[src/rtl/camera_frame_reader.sv]
// HCLK-side frame reader: requests a capture over a four-phase DATA_VALID/DATA_READY
// handshake, then streams the frame buffer out as RGB565 pixels on a valid/ready port.
module camera_frame_reader #(
    parameter int FRAME_PIXELS = 76800,
    parameter int ADDR_W       = 17,
    parameter int SYNC_STAGES  = 2
) (
    input  logic              HCLK,
    input  logic              HRESETn,
    input  logic              START,
    output logic              DATA_VALID,
    input  logic              DATA_READY,
    output logic [ADDR_W-1:0] DualRAM_RADDR,
    input  logic [31:0]       DualRAM_RDATA,
    output logic [15:0]       PIX_DATA,
    output logic              PIX_VALID,
    input  logic              PIX_READY,
    output logic              PIX_LAST,
    output logic              BUSY,
    output logic              DONE
);

    localparam logic [ADDR_W-1:0] LAST_IDX = ADDR_W'(FRAME_PIXELS - 1);

    typedef enum logic [1:0] {S_IDLE, S_REQ, S_REL, S_STREAM} state_t;

    state_t                  state_q;
    logic [SYNC_STAGES-1:0]  sync_q;
    logic                    rdy_s;
    logic                    dv_q;
    logic [ADDR_W-1:0]       rd_idx_q;
    logic [ADDR_W-1:0]       out_idx_q;
    logic                    rd_all_q;
    logic                    in_flight_q;
    logic [1:0]              cnt_q;
    logic [15:0]             head_q;
    logic [15:0]             skid_q;
    logic                    pop;
    logic                    push;
    logic                    issue;
    logic                    last_out;
    logic [2:0]              occ;
    logic                    unused_rdata_hi;

    assign unused_rdata_hi = ^DualRAM_RDATA[31:16];

    always_ff @(posedge HCLK or negedge HRESETn) begin
        if (!HRESETn) begin
            sync_q <= '0;
        end else begin
            sync_q <= {sync_q[SYNC_STAGES-2:0], DATA_READY};
        end
    end
    assign rdy_s = sync_q[SYNC_STAGES-1];

    assign PIX_VALID     = (cnt_q != 2'd0);
    assign PIX_DATA      = head_q;
    assign last_out      = (out_idx_q == LAST_IDX);
    assign PIX_LAST      = PIX_VALID & last_out;
    assign pop           = PIX_VALID & PIX_READY;
    assign DONE          = pop & last_out;
    assign push          = in_flight_q;
    assign BUSY          = (state_q != S_IDLE);
    assign DATA_VALID    = dv_q;
    assign DualRAM_RADDR = rd_idx_q;

    // A pop implies cnt_q >= 1, so occupancy never underflows.
    assign occ   = 3'(cnt_q) + 3'(in_flight_q) - 3'(pop);
    assign issue = (state_q == S_STREAM) && !rd_all_q && (occ < 3'd2);

    always_ff @(posedge HCLK or negedge HRESETn) begin
        if (!HRESETn) begin
            state_q     <= S_IDLE;
            dv_q        <= 1'b0;
            rd_idx_q    <= '0;
            out_idx_q   <= '0;
            rd_all_q    <= 1'b0;
            in_flight_q <= 1'b0;
            cnt_q       <= 2'd0;
            head_q      <= '0;
            skid_q      <= '0;
        end else begin
            case (state_q)
                S_IDLE: begin
                    if (START) begin
                        state_q  <= S_REQ;
                        dv_q     <= 1'b1;
                        rd_idx_q <= '0;
                    end
                end
                S_REQ: begin
                    if (rdy_s) begin
                        state_q <= S_REL;
                        dv_q    <= 1'b0;
                    end
                end
                S_REL: begin
                    // Camera has released the buffer; RAM contents are now stable.
                    if (!rdy_s) begin
                        state_q   <= S_STREAM;
                        rd_idx_q  <= '0;
                        out_idx_q <= '0;
                        rd_all_q  <= 1'b0;
                    end
                end
                default: begin
                    if (DONE) begin
                        state_q <= S_IDLE;
                    end
                end
            endcase

            // The last index is held rather than incremented so the counter never wraps.
            if (issue) begin
                if (rd_idx_q == LAST_IDX) begin
                    rd_all_q <= 1'b1;
                end else begin
                    rd_idx_q <= rd_idx_q + 1'b1;
                end
            end
            in_flight_q <= issue;

            if (pop && !last_out) begin
                out_idx_q <= out_idx_q + 1'b1;
            end

            case (cnt_q)
                2'd0: begin
                    if (push) begin
                        head_q <= DualRAM_RDATA[15:0];
                        cnt_q  <= 2'd1;
                    end
                end
                2'd1: begin
                    if (push && pop) begin
                        head_q <= DualRAM_RDATA[15:0];
                    end else if (pop) begin
                        cnt_q <= 2'd0;
                    end else if (push) begin
                        skid_q <= DualRAM_RDATA[15:0];
                        cnt_q  <= 2'd2;
                    end
                end
                default: begin
                    if (pop) begin
                        head_q <= skid_q;
                        if (push) begin
                            skid_q <= DualRAM_RDATA[15:0];
                        end else begin
                            cnt_q <= 2'd1;
                        end
                    end
                end
            endcase
        end
    end

endmodule

[config.mk]
export PLATFORM = sky130hd
export DESIGN_NAME = camera_frame_reader
export DESIGN_NICKNAME = d
export VERILOG_FILES = /design/src/rtl/camera_frame_reader.sv
export SDC_FILE = /design/constraint.sdc
export NUM_CORES = 1
export LEC_CHECK = 0
export BUFFER_PORTS_ARGS = -buffer_cell sky130_fd_sc_hd__buf_2
export CORE_UTILIZATION = 55
export CTS_CLUSTER_SIZE = 25
export DETAILED_ROUTE_END_ITERATION = 6
export GPL_TIMING_DRIVEN = 0
export PLACE_DENSITY = 0.86
export SYNTH_ARGS = -nofsm -noshare
export SYNTH_HDL_FRONTEND = slang
export SYNTH_SLANG_ARGS = --single-unit
[constraint.sdc]
create_clock -name HCLK -period 5.9 [get_ports HCLK]
set_input_delay 0 -clock HCLK [delete_from_list [all_inputs] [get_ports HCLK]]
set_output_delay 0 -clock HCLK [all_outputs]
set_load 0.03 [all_outputs]
==> run_results.csv, run 1 <==
group,metric,value,unit
power,power.density,470,nW/um2
floorplan,dieArea,7200,um2
grt,gr-usage-all-layers,25.3,%
detailed_routing,via_count,3152,
clocking,clock_path_buffers,2,
run,cap_violations,0,
synthesis,avgSynthCellArea,10.3,um2
synthesis,syn-num-nets,411,
grt,grt_antenna_before_repair,0,
sta,slew_violations,0,
synthesis,seq_area_frac_synth,49.7,%
outcome,violations,"DRC",
synthesis,netlist.area_leader.share,49.7,%
clocking,cts_max_level,3,
grt,grt_pass1_wl,14300,um
grt,grt_pass1_vias,3079,
floorplan,die_h,84.8,um
power,leakagePower,2.15,nW
sta,period_needed,3.04,ns
placed_design,numPortBuffers,58,
finish,final_net_count,499,
detailed_routing,avgRoutedWirePerCell,15.8,um
worst_setup_path,cp_max_fo,10,
worst_setup_path,cp-startpoint,"cnt_q[1]$_DFFE_PN0P_",
detailed_routing,drtAntennaViolNets,0,
clocking,cts_setup_buffers,0,
clocking,cts_buffers,9,
synthesis,synth_seq_cells,75,
sta,finalHoldViolations,0,
clocking,cts_tree,"done",
clocking,cts.sinks,75,
detailed_routing,first_pass_iters,6,
sta,worst_pin_slew,0.660,ns
synthesis,synth_common_cells,"dfrtp_1 (75), nor2_1 (32), nand3_1 (28)",
sta,tns,0,ns
synthesis,synth_top_cell_by_area,"dfrtp_1",
finish,area_growth,21.6,%
worst_setup_path,cp-end-kind,"register",
detailed_routing,drt_iter0_drc,178,
worst_setup_path,cp.arrival,3.27,ns
detailed_routing,drc,3,
clocking,clk_pin_slew,0.08,ns
power,power,2.16,mW
clocking,clockRootBuffer,"clkbuf_8",
worst_setup_path,crit_end,"DualRAM_RADDR[10]$_DFF_PN0_",
floorplan,io_pins,75,
synthesis,ys_types,51,
placed_design,gp_congestion,0.836,
finish,num_antenna_cells,0,
outcome,status,"complete, but fails checks",
placed_design,hpwl,5680,um
power,ir_worst_vdd,344,uV
clocking,clkLatencyLatePin,0.35,ns
finish,fin_util,70.7,%
sta,fin_crit_sh,51.6,%
detailed_routing,wl,8510,um
detailed_routing,viasPerCell,5.87,
sta,max_freq,328,MHz
finish,drive_gt1_share,23.7,%
worst_setup_path,r2r_start,"cnt_q[1]$_DFFE_PN0P_",
sta,clock_skew,0.00800,ns
synthesis,yosys_most_used_dff,"dfrtp_1",
floorplan,coreArea,6490,um2
synthesis,synthTopCellsByArea,"dfrtp_1 (50%), mux2i_1 (5.6%), mux2_2 (5.1%)",
grt,grt_max_degree,39,
synthesis,synth.most_common_cell,"dfrtp_1",
sta,setup-violations-final,0,
sta,max_slew_margin,55.6,%
floorplan,fp.dieW,84.8,um
worst_setup_path,r2r-end,"DualRAM_RADDR[10]$_DFF_PN0_",
worst_setup_path,path_class,"register to register",
synthesis,synth_cells,367,
floorplan,placementRows,29,
worst_setup_path,start_kind,"register",
worst_setup_path,rrSetupSlack,2.86,ns
worst_setup_path,required,6.13,ns
floorplan,initial_core_util,58.1,%
hold_path,min_path_type,"input pin to register",
synthesis,netlist_area,3770,um2
synthesis,synth-edff-count,0,
grt,grt-ovfl-total,0,
synthesis,async_reset_ff_share,100,%
worst_setup_path,reg2reg_depth,10,
sta,rsz0062_at_grt,"false",
hold_path,min_path_cells,4,
synthesis,yosysWarnings,0,
worst min-delay path by stage:
stage               start  slack [ns]                      to
5_1_grt         PIX_READY        0.06    cnt_q[1]$_DFFE_PN0P_
3_3_place_gp   DATA_READY        0.11     sync_q[0]$_DFF_PN0_
3_5_place_dp      HRESETn       0.002  DATA_VALID$_DFFE_PN0P_
2_1_floorplan     HRESETn       -0.30  DATA_VALID$_DFFE_PN0P_
6_report            START        0.01  DATA_VALID$_DFFE_PN0P_
4_1_cts             START       0.008  DATA_VALID$_DFFE_PN0P_
per-stage QoR:
step	hold slack [ns]	setup slack (ns)	cell area (um2)	std cells
after global routing	0.0559	2.52	4590	537
after global placement	0.112	2.94	4160	502
after floorplan	-0.296	3.24	3770	367
after detailed placement	0.00196	2.85	4180	503
after CTS	0.00844	2.83	4590	537
final	0.0114	2.86	4590	537
worst max-delay path: stages, from the launching register on:
cell,delay [ns]
dfrtp_1,0.38
buf_2,0.18
buf_2,0.30
and3_1,0.25
o21ai_0,0.12
fa_1,0.49
nand3b_1,0.15
nor4_2,0.64
nand4_1,0.20
xor2_1,0.16
nor2_1,0.05
registers in the layout (all words and copies together) (netlist names):
| signal | flops |
|---|---|
| sync_q | 2 |
| DATA_VALID | 1 |
| cnt_q | 2 |
| state_q | 2 |
| in_flight_q | 1 |
| DualRAM_RADDR | 17 |
| PIX_DATA | 16 |
| out_idx_q | 17 |
| rd_all_q | 1 |
| skid_q | 16 |
report_power, final:
| group | internal (mW) | switching [mW] | leakage, nW |
|---|---|---|---|
| registers | 0.667 | 0.101 | 0.947 |
| logic | 0.325 | 0.615 | 1.10 |
| clock network | 0.241 | 0.207 | 0.106 |
routing by layer:
layer  up-vias  GRT usage (%)  wire length, um
li1       1517              -                -
met1      1531           30.6             3610
met2        94           43.2             4380
met3        10           6.91              417
met4         0           10.2              106
met5         -              0                0
cell type report:
type,instances,area (um2)
Buffer,14,78.8
Clock buffer,9,124
Clock inverter,7,101
Fill cell,487,1910
Inverter,11,41.3
Multi-Input combinational cell,267,1780
Sequential cell,75,1880
Tap cell,77,96.3
Timing Repair Buffer,77,493
logic make-up after synthesis:
kind of cell | after synthesis | synth area share, %
xor+xnor | 6 | 1.39
compound gates | 74 | 12.4
mux | 38 | 10.6
buf+inv | 25 | 3.18
fa+ha+maj | 7 | 2.52
flops | 75 | 49.7
simple gates | 142 | 20.1
layout by cell type, fill, tap and decap left out, types with 3 or more instances in the layout:
| cell type | instances |
|---|---|
| dlygate4sd3_1 | 18 |
| a31oi_1 | 4 |
| dfrtp_1 | 75 |
| nor2b_1 | 5 |
| buf_1 | 3 |
| nand4_1 | 9 |
| nand2b_1 | 3 |
| mux2i_1 | 21 |
| nand3_1 | 28 |
| o21ai_0 | 17 |
| inv_1 | 11 |
| o211ai_1 | 6 |
| buf_2 | 63 |
| clkbuf_1 | 3 |
| nand2_1 | 24 |
| o22a_1 | 3 |
| a211o_1 | 6 |
| or3_1 | 3 |
| nor2_1 | 32 |
| or4_1 | 3 |
| mux2_2 | 17 |
| and3_1 | 12 |
| and2_1 | 3 |
| a21oi_1 | 23 |
| clkbuf_8 | 9 |
| a22o_1 | 3 |
| ha_1 | 6 |
| nor3_1 | 8 |
| xor2_1 | 5 |
repair_timing:
| item | 4_1_cts | 5_1_grt |
|---|---|---|
| setup endpoints to repair | 0 | 0 |
| resized for setup | 0 | 0 |
| hold endpoints to repair | 70 | 0 |
| hold buffers | 18 | 0 |
(Power assumes the default switching activity.)
==> run 2, diff against run 1 <==
--- a/config.mk
+++ b/config.mk
@@ -6,11 +6,11 @@
 export NUM_CORES = 1
 export LEC_CHECK = 0
 export BUFFER_PORTS_ARGS = -buffer_cell sky130_fd_sc_hd__buf_2
-export CORE_UTILIZATION = 55
+export CORE_UTILIZATION = 50
 export CTS_CLUSTER_SIZE = 25
 export DETAILED_ROUTE_END_ITERATION = 6
 export GPL_TIMING_DRIVEN = 0
-export PLACE_DENSITY = 0.86
+export PLACE_DENSITY = 0.82
 export SYNTH_ARGS = -nofsm -noshare
 export SYNTH_HDL_FRONTEND = slang
 export SYNTH_SLANG_ARGS = --single-unit
==> constraint.sdc (replaced) <==
create_clock -name HCLK -period 2.7 [get_ports HCLK]
set_input_delay 0 -clock HCLK [delete_from_list [all_inputs] [get_ports HCLK]]
set_output_delay 0 -clock HCLK [all_outputs]
set_load 0.03 [all_outputs]
==> run 2 against run 1 <==
  * The flow now finishes without violations
  * Critical path depth shrank 1
  * Hold slack improved by 0.031 ns
  * Global-route usage fell by 2.0 points
  * Combinational power grew to 2.5 times the previous value
  * Largest power group unchanged
  * Highest routed layer unchanged
  * Register-to-register slack got worse by 2.8 ns
  * First-iteration DRC count rose by 2.2%
  * Wire length grew 3.9%
==> run_results.csv, run 2 (synthesis gave the netlist of run 1 again) <==
group,metric,value,unit
outcome,status,"complete, no violations",
floorplan,io_pins,75,
grt,grt_pass1_vias,3060,
floorplan,coreArea,7290,um2
power,power.density,1050,nW/um2
clocking,clkLatencyLatePin,0.35,ns
finish,final_net_count,511,
worst_setup_path,slowest_stage,"fa_1",
finish,area_growth,27.0,%
detailed_routing,first_pass_iters,5,
worst_setup_path,crit_end,"DualRAM_RADDR[7]$_DFF_PN0_",
detailed_routing,viasPerCell,5.71,
clocking,cts.sinks,75,
floorplan,die_h,88.9,um
worst_setup_path,reg2reg_depth,9,
sta,fin_crit_sh,98.1,%
floorplan,placementRows,31,
finish,multi_input_area,1820,um2
placed_design,place_area,4220,um2
grt,grt_max_degree,62,
detailed_routing,wl,8840,um
hold_path,min_path_cells,4,
finish,num_antenna_cells,0,
clocking,cts_tree,"done",
finish,final_common_cell,"dfrtp_1",
run,cap_violations,0,
worst_setup_path,start_kind,"register",
sta,period_needed,2.65,ns
worst_setup_path,cp_max_fo,5,
worst_setup_path,cp-end-kind,"register",
finish,ff_latch_area,1880,um2
worst_setup_path,critical_path_depth,9,
finish,mostFrequentLayoutCells,"dfrtp_1 (75), buf_2 (61), nor2_1 (32)",
worst_setup_path,required,2.98,ns
power,ir_worst_vdd,853,uV
grt,grt_antenna_before_repair,0,
worst_setup_path,crit_buf_inv,1,
sta,finalHoldViolations,0,
sta,clock_skew,0.00884,ns
placed_design,hpwl,5760,um
worst_setup_path,critPathMaxStageDelay,0.57,ns
power,leakagePower,2.24,nW
sta,tns,0,ns
worst_setup_path,path_class,"register to register",
detailed_routing,via_count,3254,
finish,fin_util,65.8,%
worst_setup_path,r2r_start,"cnt_q[1]$_DFFE_PN0P_",
finish,drive_gt1_share,26.5,%
placed_design,numPortBuffers,58,
worst_setup_path,path_cells,"buf_12 > and3_4 > o21ai_1 > fa_1 > nand3b_1 > nor2_4 > o21ai_4 > or4_1 > a21oi_1",
finish,n_fill_cell,596,
detailed_routing,drc,0,
detailed_routing,drt_iter0_drc,182,
clocking,cts_max_level,3,
sta,worst_pin_slew,0.567,ns
grt,grt-ovfl-total,0,
worst_setup_path,rrSetupSlack,0.05,ns
hold_path,min_path_type,"input pin to register",
clocking,clk_pin_slew,0.08,ns
worst_setup_path,cp-startpoint,"cnt_q[1]$_DFFE_PN0P_",
floorplan,fp.dieW,88.9,um
power,power,5.05,mW
sta,slew_violations,0,
clocking,clockRootBuffer,"clkbuf_8",
grt,gr-usage-all-layers,23.3,%
clocking,clock_path_buffers,2,
placed_design,gp_congestion,0.827,
placed_design,place_ws,-0.441,ns
sta,finalWorstSetupSlack,0.0504,ns
floorplan,dieArea,7900,um2
detailed_routing,avgRoutedWirePerCell,15.5,um
floorplan,initial_core_util,51.8,%
sta,max_freq,377,MHz
worst_setup_path,cp.arrival,2.93,ns
clocking,cts_buffers,9,
finish,finalInstanceArea,4790,um2
sta,max_slew_margin,62.1,%
grt,grt_pass1_wl,14000,um
worst_setup_path,cp_top_family,"simple AND/OR/NAND/NOR gates",
sta,setup-violations-final,0,
detailed_routing,drtAntennaViolNets,0,
worst_setup_path,r2r-end,"DualRAM_RADDR[7]$_DFF_PN0_",
==> run 2: cell count changes in the layout (fill, tap and decap cells not counted), moves of 2 or more <==
cell / change
buf_2: -2
o21ai_0: -2
o21ai_1: +2
clkbuf_8: +3
buf_4: +13
clkinvlp_4: -2
clkinv_4: -2
==> run 2: metal layers <==
layer / global-route usage, % / wire length (um)
met1: 29.2 / 3710
met3: 5.72 / 506
met2: 39.2 / 4440
met5: 0 / 0
met4: 8.94 / 176
==> run 2: worst reg2reg max path: stages, from the launching register on <==
cell,delay [ns]
dfrtp_1,0.40
buf_12,0.12
and3_4,0.19
o21ai_1,0.10
fa_1,0.57
nand3b_1,0.19
nor2_4,0.24
o21ai_4,0.11
or4_1,0.52
a21oi_1,0.13
==> run 2: worst min path at each step <==
stage                     startpoint                        to  slack, ns
after floorplan              HRESETn    DATA_VALID$_DFFE_PN0P_      -0.30
after global placement    DATA_READY       sync_q[0]$_DFF_PN0_       0.11
after detailed placement     HRESETn  PIX_DATA[14]$_DFFE_PN0P_      -0.12
after CTS                    HRESETn  PIX_DATA[14]$_DFFE_PN0P_       0.04
after global routing       PIX_READY      cnt_q[1]$_DFFE_PN0P_       0.07
final                          START    DATA_VALID$_DFFE_PN0P_       0.04
==> run 2: layout make-up <==
type | instances | share of cell area (%)
plain buffers | 13 | 2.01
well taps | 99 | 2.58
repair buffers | 90 | 12.5
flip-flops and latches | 75 | 39.1
inverters | 11 | 0.861
clock inverters | 3 | 1.44
multi-input cells | 267 | 38.0
clock buffers | 12 | 3.44
==> run 2: stage by stage <==
stage,hold slack [ns],cells
after floorplan,-0.296,367
after global placement,0.110,524
after detailed placement,-0.121,525
after CTS,0.0401,561
after global routing,0.0677,570
final,0.0429,570
==> run 2: power by group <==
part	leakage (nW)	internal, mW	switching (mW)
combinational	1.17	0.943	1.43
clock	0.119	0.595	0.405
sequential	0.947	1.46	0.222
total	2.24	3.00	2.06
==> run 2: what timing repair did <==
item                       CTS  global route
gates resized for setup     14             7
setup endpoints to repair   16            13
setup buffers                3            10
hold buffers                18             0
hold endpoints to repair   106             0
pin swaps                    2             6
==> run 3, diff against run 2 <==
--- a/config.mk
+++ b/config.mk
@@ -5,12 +5,14 @@
 export SDC_FILE = /design/constraint.sdc
 export NUM_CORES = 1
 export LEC_CHECK = 0
+export ABC_AREA = 1
 export BUFFER_PORTS_ARGS = -buffer_cell sky130_fd_sc_hd__buf_2
-export CORE_UTILIZATION = 50
+export CORE_UTILIZATION = 51
 export CTS_CLUSTER_SIZE = 25
 export DETAILED_ROUTE_END_ITERATION = 6
 export GPL_TIMING_DRIVEN = 0
-export PLACE_DENSITY = 0.82
+export PLACE_DENSITY = 0.83
+export RECOVER_POWER = 25
 export SYNTH_ARGS = -nofsm -noshare
 export SYNTH_HDL_FRONTEND = slang
 export SYNTH_SLANG_ARGS = --single-unit
==> run 3 against run 2 <==
  * Cell count increased by 31%
  * Critical endpoint is now DualRAM_RADDR[8]$_DFF_PN0_
  * Fmax rose by 11%
  * Largest cell class is now multi-input gates
  * Combinational power decreased by 25%
  * Clock power fell by 14%
  * Die area rose by 12%
==> run_results.csv, run 3 <==
group,metric,value,unit
finish,num_antenna_cells,0,
synthesis,syn-num-nets,589,
power,leakagePower,2.59,nW
clocking,cts_max_level,3,
sta,max_slew_margin,39.8,%
synthesis,synth-edff-count,0,
clocking,clkLatencyLatePin,0.37,ns
synthesis,synth_cells,545,
clocking,clk_pin_slew,0.09,ns
clocking,cts_buffers,9,
floorplan,io_pins,75,
clocking,clockRootBuffer,"clkbuf_8",
finish,area_growth,19.4,%
grt,grt_antenna_before_repair,0,
grt,grt_pass1_vias,3863,
detailed_routing,viasPerCell,5.36,
clocking,cts_resized,0,
finish,mostFrequentLayoutCells,"nand2_1 (159), dfrtp_1 (75), nand3_1 (68)",
synthesis,synthTopCellsByArea,"dfrtp_1 (43%), nand2_1 (14%), nand3_1 (7.8%)",
clocking,clock_path_buffers,2,
synthesis,seq_area_frac_synth,43.2,%
detailed_routing,first_pass_iters,5,
detailed_routing,avgRoutedWirePerCell,14.0,um
synthesis,synth_common_cells,"nand2_1 (159), dfrtp_1 (75), nand3_1 (68)",
hold_path,min_path_type,"input pin to register",
worst_setup_path,required,3.00,ns
worst_setup_path,crit_buf_inv,3,
synthesis,ys_types,38,
grt,grt_pass1_wl,17300,um
placed_design,numPortBuffers,58,
synthesis,yosys_most_used_dff,"dfrtp_1",
synthesis,synth_seq_cells,75,
worst_setup_path,cp_top_family,"simple AND/OR/NAND/NOR gates",
power,power,4.24,mW
placed_design,placedCellCount,709,
detailed_routing,drtAntennaViolNets,0,
detailed_routing,drt_iter0_drc,285,
worst_setup_path,cp_max_fo,10,
grt,grt_max_degree,64,
finish,instances_no_fill,746,
worst_setup_path,critPathMaxStageDelay,0.51,ns
worst_setup_path,path_class,"register to register",
grt,gr-usage-all-layers,25.1,%
finish,finalInstanceArea,5180,um2
sta,fin_crit_sh,88.7,%
detailed_routing,via_count,4002,
floorplan,placementRows,33,
finish,drive_gt1_share,20.0,%
finish,final_common_cell,"nand2_1",
floorplan,dieArea,8890,um2
synthesis,synth_top_cell_by_area,"dfrtp_1",
finish,n_fill_cell,691,
sta,setup-violations-final,0,
floorplan,coreArea,8220,um2
placed_design,place_area,4790,um2
detailed_routing,drc,0,
synthesis,async_reset_ff_share,100,%
floorplan,fp.dieW,94.3,um
synthesis,netlist.area_leader.share,43.2,%
worst_setup_path,cp.arrival,2.70,ns
sta,finalHoldViolations,0,
power,power.density,819,nW/um2
sta,clock_skew,0.0127,ns
synthesis,netlist_area,4340,um2
sta,slew_violations,0,
clocking,cts_tree,"done",
sta,worst_pin_slew,0.904,ns
sta,hold_slack,0.0718,ns
detailed_routing,wl,10400,um
worst_setup_path,slowest_stage,"fa_1",
finish,final_net_count,680,
outcome,status,"complete, no violations",
floorplan,initial_core_util,52.8,%
placed_design,hpwl,7240,um
worst_setup_path,path_cells,"buf_4 > nand2_1 > nor2_1 > o21ai_0 > fa_1 > nand3b_1 > nor2_4 > buf_4 > nand2_2 > inv_2 > nor2_1 > nor2_1",
sta,period_needed,2.40,ns
grt,grt-ovfl-total,0,
sta,tns,0,ns
run,cap_violations,0,
clocking,cts.sinks,75,
synthesis,yosysWarnings,0,
power,ir_worst_vdd,505,uV
worst_setup_path,cp_common_cell,"nor2_1",
placed_design,gp_congestion,0.937,
worst_setup_path,cp-end-kind,"register",
sta,max_freq,417,MHz
synthesis,synth.most_common_cell,"nand2_1",
synthesis,avgSynthCellArea,7.97,um2
sta,rsz0062_at_grt,"false",
floorplan,die_h,94.3,um
worst_setup_path,start_kind,"register",
## run 3: cell types whose count changed after synthesis, moves of 10 or more
cell / previous run / this run
nand3_1: 28 / 68
and3_1: 12 / 0
a21oi_1: 23 / 5
nor2_1: 32 / 58
inv_1: 11 / 39
a31oi_1: 4 / 16
mux2_4: 0 / 10
mux2_2: 17 / 6
o21ai_0: 17 / 6
mux2i_1: 21 / 0
nand2_1: 24 / 159
## run 3: logic make-up after synthesis
| group | synth area share, % |
|---|---|
| buffers and inverters | 6.71 |
| AOI/OAI and AO/OA | 7.58 |
| and+or+nand+nor | 32.2 |
| muxes | 5.01 |
| DFF | 43.2 |
| adders and majority gates | 2.19 |
| xor gates and xnor gates | 3.03 |
## run 3: final timing paths
kind	start	to	slack [ns]	depth (start not counted)
setup reg to reg	cnt_q[1]$_DFFE_PN0P_	DualRAM_RADDR[8]$_DFF_PN0_	0.30	12
hold reg to reg	sync_q[0]$_DFF_PN0_	sync_q[1]$_DFF_PN0_	0.36	0
min in group asynchronous	HRESETn	out_idx_q[8]$_DFFE_PN0P_	0.27	2
hold / removal	PIX_READY	cnt_q[1]$_DFFE_PN0P_	0.07	4
max in group asynchronous	HRESETn	DualRAM_RADDR[14]$_DFF_PN0_	1.65	3
setup / recovery	cnt_q[1]$_DFFE_PN0P_	DualRAM_RADDR[8]$_DFF_PN0_	0.30	12
## run 3: timing repair
| action | 4_1_cts | 5_1_grt |
|---|---|---|
| setup endpoints to repair | 0 | 10 |
| hold endpoints to repair | 109 | 0 |
| buffers inserted | 0 | 2 |
| hold buffers | 19 | 0 |
## run 3: cell type report
class                   instances  area, um2  area share [%]
multi-input cells             406       2170            41.9
flip-flops and latches         75       1880            36.2
repair buffers                 80        522            10.1
inverters                      47        176            3.40
well taps                     105        131            2.53
clock buffers                   9        124            2.39
plain buffers                  17        115            2.22
clock inverters                 7       65.1            1.26
## run 3: report_power, final
part           switching, mW  leakage [nW]  total (mW)  internal, mW
clock network          0.499        0.0947       0.857         0.358
logic                   1.16          1.54        1.78         0.612
registers              0.194         0.962        1.61          1.42
total                   1.86          2.59        4.24          2.39
## run 3: worst reg2reg max path: stages (launching register included)
cell and delay [ns]:
dfrtp_1 0.42, buf_4 0.21, nand2_1 0.11, nor2_1 0.18, o21ai_0 0.12, fa_1 0.51
nand3b_1 0.13, nor2_4 0.17, buf_4 0.17, nand2_2 0.09, inv_2 0.08, nor2_1 0.04
nor2_1 0.10
## run 3: metrics by stage
stage,setup slack [ns],util (%)
final,0.304,63.1
after global routing,0.0891,63.1
after CTS,0.142,63.0
after detailed placement,0.168,58.3
after global placement,0.277,58.0
after floorplan,0.522,-
## run 3: per-layer routing
metal | up-vias | share of wire [%] | global-route usage [%]
met3 | 26 | 5.3 | 5.18
met1 | 1880 | 43 | 31.4
met5 | - | 0 | 0
met2 | 123 | 50 | 41.2
met4 | 0 | 2.5 | 11.7
li1 | 1973 | - | -
